## config.mk

```make
export PLATFORM = sky130hd
export DESIGN_NAME = clk_mux_freq_monitor
export DESIGN_NICKNAME = d
export VERILOG_FILES = /design/src/rtl/clk_mux_freq_monitor.sv
export SDC_FILE = /design/constraint.sdc
export NUM_CORES = 1
export LEC_CHECK = 0
export ABC_AREA = 1
export CORE_MARGIN = 5
export CORE_UTILIZATION = 52
export CTS_BUF_LIST = sky130_fd_sc_hd__clkbuf_16
export DETAILED_ROUTE_END_ITERATION = 10
export PLACE_DENSITY = 0.85
export SYNTH_ARGS = -nofsm -noshare
export SYNTH_HDL_FRONTEND = slang
export SYNTH_SLANG_ARGS = --single-unit
```

## constraint.sdc

```tcl
create_clock -name aclk -period 2.15 [get_ports aclk]
set_clock_uncertainty 0.15 [all_clocks]
set_input_delay 0.43 -clock aclk [delete_from_list [all_inputs] [get_ports aclk]]
set_output_delay 0.43 -clock aclk [all_outputs]
set_load 0.01 [all_outputs]
```

## src/rtl/clk_mux_freq_monitor.sv

```systemverilog
// clk_mux_freq_monitor: counts rising edges of the muxed clock per gate window,
// classifies the active source and flags a stalled clock.
module clk_mux_freq_monitor #(
    parameter int GATE_CYCLES  = 1000,
    parameter int CNT_W        = 16,
    parameter int EXP1         = 250,
    parameter int EXP2         = 375,
    parameter int TOL          = 4,
    parameter int STALL_CYCLES = 64
) (
    input  logic             aclk,
    input  logic             aresetn,
    input  logic             mon_clk,
    input  logic             enable,
    output logic [CNT_W-1:0] count_out,
    output logic             count_valid,
    output logic [1:0]       src_detect,
    output logic             src_changed,
    output logic             stall
);
    localparam int GW = $clog2(GATE_CYCLES);
    localparam int SW = $clog2(STALL_CYCLES + 1);
    localparam logic [GW-1:0] GATE_LAST = GW'(GATE_CYCLES - 1);
    localparam logic [SW-1:0] STALL_MAX = SW'(STALL_CYCLES);

    typedef enum logic {IDLE, RUN} state_t;

    state_t           state_q;
    logic             sync1_q, sync2_q, dly_q;
    logic [GW-1:0]    gate_q;
    logic [CNT_W-1:0] edge_q, edge_d, count_q;
    logic [SW-1:0]    idle_q, idle_d;
    logic [1:0]       src_q, cls;
    logic             valid_q, chg_q, stall_q, edge_det;

    function automatic logic [1:0] classify(input logic [CNT_W-1:0] c);
        int v;
        v = int'(c);
        return (v == 0) ? 2'b00 :
               (v >= EXP1 - TOL && v <= EXP1 + TOL) ? 2'b01 :
               (v >= EXP2 - TOL && v <= EXP2 + TOL) ? 2'b10 : 2'b11;
    endfunction

    // edge_d already includes this cycle's edge, so it is the final count on the last gate cycle
    always_comb begin
        edge_det = sync2_q & ~dly_q;
        edge_d   = (edge_det && edge_q != '1) ? edge_q + 1'b1 : edge_q;
        idle_d   = edge_det ? '0 : (idle_q == STALL_MAX) ? idle_q : idle_q + 1'b1;
        cls      = classify(edge_d);
    end

    always_ff @(posedge aclk) begin
        if (!aresetn) begin
            state_q <= IDLE;
            sync1_q <= 1'b0;
            sync2_q <= 1'b0;
            dly_q   <= 1'b0;
            gate_q  <= '0;
            edge_q  <= '0;
            idle_q  <= '0;
            count_q <= '0;
            src_q   <= 2'b00;
            valid_q <= 1'b0;
            chg_q   <= 1'b0;
            stall_q <= 1'b0;
        end else begin
            sync1_q <= mon_clk;
            sync2_q <= sync1_q;
            dly_q   <= sync2_q;
            valid_q <= 1'b0;
            chg_q   <= 1'b0;
            if (state_q == IDLE || !enable) begin
                // entering RUN from IDLE, or aborting a window: counters restart clean
                state_q <= enable ? RUN : IDLE;
                gate_q  <= '0;
                edge_q  <= '0;
                idle_q  <= '0;
                stall_q <= 1'b0;
            end else begin
                idle_q  <= idle_d;
                stall_q <= idle_d == STALL_MAX;
                if (gate_q == GATE_LAST) begin
                    gate_q  <= '0;
                    edge_q  <= '0;
                    count_q <= edge_d;
                    valid_q <= 1'b1;
                    src_q   <= cls;
                    chg_q   <= cls != src_q;
                end else begin
                    gate_q <= gate_q + 1'b1;
                    edge_q <= edge_d;
                end
            end
        end
    end

    assign count_out   = count_q;
    assign count_valid = valid_q;
    assign src_detect  = src_q;
    assign src_changed = chg_q;
    assign stall       = stall_q;
endmodule

```

# After elaboration in Yosys (flattened, before gate mapping)
# Index checks and enable logic that the tools add are counted.
# word_totals
inputBits	4
output_inout_bits	21
ff_bits	58
wordCells	48
# classes
eq_ne	5
add_sub_neg	3
n_mux	8
reduce_logical	10
n_lt_le_gt_ge	4
n_bitwise	6
# op_table
cell	count
$add 16x1->16 const B	1
$ge 16x8->1 const B	1
$ge 16x9->1 const B	1
$le 16x8->1 const B	1
$le 16x9->1 const B	1
$logic_not 16->1	1
$mux 16	1
$ne 16x16->1 const B	1
$eq 7x7->1 const B	2
$mux 7	2
$add 10x1->10 const B	1
$eq 10x10->1 const B	1
$add 7x1->7 const B	1
$reduce_or 3->1	2
$not 1->1	5
$mux 2	2
$logic_and 1x1->1	3
$mux 1	3
$ne 2x2->1	1
$reduce_and 2->1	1
$reduce_or 2->1	1
$and 1x1->1	1
$logic_not 1->1	1
$logic_or 1x1->1	1

# Longest topological paths before layout
# logic_depth
depth_word	10
depth_mapped	18
mapped_depth_nobuf	17

# Least setup slack after synthesis
# No wires, ideal clock.
# synth_path
kind	register to register
from	register edge_q[0]
to	register chg_q, in the netlist src_changed
stages_incl_launch_ff	18
synth_period_minus_slack_ns	2.259
arrival_time_ns	1.992
setup_time_ns	0.117
path_slack_ns	-0.109
required_time_ns	1.883
cell_sequence	dfxtp_1 -> ha_1 -> nand2_1 -> nor2_1 -> nand2_1 -> nor2_4 -> nor2_4 -> buf_6 -> nand2_1 -> nand2_1 -> inv_2 -> nand3_1 -> nor2_2 -> nand2_2 -> nand2_1 -> nand2_1 -> nand2_1 -> a21oi_2
# synth_via
elab_chain_len	9
word_cells_on_any_way	15
# synth_lines
element	line	rtl
start, declared	31	logic [CNT_W-1:0] edge_q, edge_d, count_q;
start signal, assigned	91	edge_q <= edge_d;
parallel branches: the longest is 2 deep, another holds $add 16x1->16	n/a	
$mux 16 *	47	edge_d = (edge_det && edge_q != '1) ? edge_q + 1'b1 : edge_q;
$ge 16x9->1 / $le 16x9->1 (equally long branches)	41	(v >= EXP2 - TOL && v <= EXP2 + TOL) ? 2'b10 : 2'b11;
$logic_and 1x1->1	41	
$mux 1	41	
$mux 2	40	(v >= EXP1 - TOL && v <= EXP1 + TOL) ? 2'b01 :
$mux 2 *	39	return (v == 0) ? 2'b00 :
$ne 2x2->1 *	88	chg_q <= cls != src_q;
end signal, assigned	88	
end, declared	34	logic valid_q, chg_q, stall_q, edge_det;
# Every way passes the cells marked *.
# A chain may end at the register's enable or synchronous reset.

# Worst setup path after layout
# Ends and elaborated chain as after synthesis.

==> results.txt <==
Combinational family with the most area after synthesis: simple AND/OR/NAND/NOR gates. Setup repair after global routing could not meet its margin everywhere. Hold violation total from the final report: 0.

The tools report the number of distinct library cells after synthesis as 26. The tools report the count of final max-slew check failures as 0. The number of clock sinks was 58.

For the pin with the worst max-slew slack, the measured transition is 292 ps. Dividing the detail-routed wire length by the instance count gives 17.9 um. The number of synthesized register bits came out at 58. The mux contribution to synthesized area was 0; the DRC violations left was 0. The tools report the first-pass GRT wire length as 16600 um. In the layout the commonest cells are sky130_fd_sc_hd__nand2_1 (133), sky130_fd_sc_hd__inv_1 (74), sky130_fd_sc_hd__buf_4 (59). The detail-routed via count per cell was 5.87.

Critical path launch point type: a flip-flop. Simple-gate share of the synthesized area: 0.395. The total global-route track usage is 0.281. The setup slack on the worst flop-to-flop path was -240 ps.

The synthesized-area fraction occupied by ao, oa, aoi and oai cells is 0.0799. The routed design has 11600 um of wire. The total power was 2.90 mW. The largest fanout of any net on the critical path is 8. The required arrival time at the worst endpoint is 2260 ps, and the routability congestion estimate is 0.938.

The initial antenna violation count was 0. After filler insertion, the fill cell instance count of the layout stands at 335. For this design the ratio of total power to cell area is 654 nW/um2.

The flow ran to the end, but the final reports show violations. The count of hold buffers inserted by post-cts repair was 0. Prior to clock tree synthesis, the placed netlist has a worst setup slack of -142 ps.

VDD sags by at most 0.000633 V. The adder-cell area share of the yosys netlist came out at 0.0164. Before antenna repair, the detailed router went through 9 iterations.

The critical path is of the reg2reg type. For the pin count of the biggest net entering global routing, the log shows 27. The data arrival time of the worst path is 2500 ps. The final reports fail on negative setup slack.

For the final setup violation count, the log shows 3. The worst setup path is captured at a flip-flop. The via count of the first global-routing pass came out at 3578. Clock-pin slew was measured on the worst setup and hold paths at 60 ps. The fraction of synthesized cell area in xor and xnor cells was 0.0172. The worst hold path belongs to the class reg2reg. The most common cell after layout, fill and taps aside was sky130_fd_sc_hd__nand2_1. The cell at the root of the clock tree is sky130_fd_sc_hd__clkbuf_16. The number of levels in the clock H-tree was 3. The row count came out at 28.

The worst path needs 2390 ps of the cycle, external delays included. The repair_antennas step left the layout with diodes totalling 0. Counting cells, the worst reg-to-reg path comes to 18. In this run the static leakage power is 2.04 nW. The count of pins on the block boundary is 25, and the final-layout setup total negative slack is -460 ps. The tools report the core region area as 5820 um2. Clock tree synthesis inserted a total of 9 buffers.

The tools report the maximum achievable frequency as 418 MHz. The width of the chip was 86.6 um; the number of vias in the routed layout was 3827. The total of buffers placed on input and output ports works out to 24.

Once detail routing completed, the nets flagged for antenna violations numbered 0. The post-synthesis instance area is 3050 um2. From synthesis to final layout, the design area changed by 45.3%. The tools report the worst path setup slack after routing as -241 ps. The later pin in the worst-skew pair is clocked with a latency of 330 ps. Summing all multi-input logic gate instances after layout gives 1800 um2.

The die covers 7500 um2. For this run the aggregate overflow at the end of global routing stands at 0. The net count of the finished layout is 580.

Across the run, the number of max-cap violations was 0. The initial core utilization was 0.525; the fraction of the cycle the final worst path needs was 1.11. Synthesis produced 481 cells. The net count of the mapped netlist was 489; the area taken by flip-flops and latches was 1170 um2.

The tools report the final core area utilization as 0.763. Share of layout cells above drive strength 1: 0.270. TritonCTS built the clock tree. Measured along the y axis, the die boundary spans 86.6 um. The estimated wirelength of the detail-placed design is 5810 um, and the proportion of synthesized chip area in sequential cells is 0.380.

The first routing iteration left 658 violations. For this run, the number of Yosys warnings is 0. The clock tree buffer depth was 2; the post-synthesis area per instance was 6.35 um2. The relative max-transition margin is 0.805.

The number of cells on the worst hold path came out at 1.
[metrics by stage]
| step | hold WS [ps] | std cells | cell area, um2 |
|---|---|---|---|
| floorplan | 240 | 481 | 3070 |
| global placement | 252 | 623 | 3750 |
| detailed placement | 258 | 623 | 3750 |
| CTS | 269 | 646 | 4220 |
| global route | 362 | 652 | 4440 |
| finish | 330 | 652 | 4440 |
[routing by layer]
metal | up-vias | share of wire | track usage
met4 | 0 | 0.059 | 0.132
met5 | - | 0 | 0
li1 | 1679 | - | -
met3 | 90 | 0.093 | 0.0798
met1 | 1735 | 0.37 | 0.327
met2 | 323 | 0.48 | 0.476
[cell type report]
| class | instances | area share |
|---|---|---|
| multi-input cells | 339 | 0.406 |
| flip-flops and latches | 58 | 0.265 |
| repair buffers | 86 | 0.164 |
| inverters | 78 | 0.0660 |
| clock buffers | 9 | 0.0508 |
| clock inverters | 7 | 0.0282 |
| well taps | 75 | 0.0212 |
[worst paths after layout]
kind	from	end
max	edge_q[0]$_SDFF_PP0_	src_changed$_SDFF_PP0_
min	gate_q[0]$_SDFF_PP0_	gate_q[0]$_SDFF_PP0_
max reg2reg	edge_q[0]$_SDFF_PP0_	src_changed$_SDFF_PP0_
min reg2reg	gate_q[0]$_SDFF_PP0_	gate_q[0]$_SDFF_PP0_
[kinds of logic (layout without fill, tap and decap cells)]
family,count (synthesis),after routing
AO/OA/AOI/OAI,41,41
buffers and inverters,86,180
XOR/XNOR,6,6
adder cells (fa/ha/maj),4,4
flip-flops,58,58
AND/OR/NAND/NOR,286,288
[timing repair]
item,4_1_cts,5_1_grt
setup buffers,6,5
setup endpoints to repair,3,5
pin swaps,13,24
resized for setup,24,53
cloned,1,1
[flip-flops by register name, summed over array words and instances, names as in the netlist, 2 cells and up]
register    cells
count_out      16
edge_q         16
gate_q         10
idle_q          7
src_detect      2
[synth_stat cells, drive strengths merged]
master,n,area [um2]
a21oi,13,68.8
a31oi,1,6.26
and2,1,6.26
buf,2,22.5
clkbuf,6,22.5
dfxtp,58,1160
ha,4,50.1
inv,78,293
nand2,161,617
nand3,28,145
nand4,8,50.1
nor2,76,323
nor3,9,45.0
nor3b,2,15.0
nor4,1,6.26
o211ai,12,90.1
o21ai,15,78.8
xor2,6,52.6
[power by group]
group / switching, mW / leakage (nW) / internal, mW
Clock: 0.551 / 0.170 / 1.14
Combinational: 0.0783 / 1.40 / 0.0461
Sequential: 0.00460 / 0.474 / 1.08
Total: 0.634 / 2.04 / 2.27
[worst max-delay path, cell delays in order, from the launching register on]
cell and delay, ps:
sky130_fd_sc_hd__dfxtp_2 360, sky130_fd_sc_hd__ha_4 160, sky130_fd_sc_hd__nand2_2 70, sky130_fd_sc_hd__nor2_4 100, sky130_fd_sc_hd__nand2_2 80, sky130_fd_sc_hd__nor2_4 180, sky130_fd_sc_hd__nor2_4 90, sky130_fd_sc_hd__buf_4 140
sky130_fd_sc_hd__nand2_1 70, sky130_fd_sc_hd__nand2_1 80, sky130_fd_sc_hd__nor2_1 170, sky130_fd_sc_hd__nand2_1 110, sky130_fd_sc_hd__nand2_1 90, sky130_fd_sc_hd__nor2_2 50, sky130_fd_sc_hd__nand2_2 90, sky130_fd_sc_hd__nand2_4 60
sky130_fd_sc_hd__nand2_1 60, sky130_fd_sc_hd__nand2_1 70, sky130_fd_sc_hd__a21oi_2 150
Note: power is estimated with default switching activity, not from simulation.
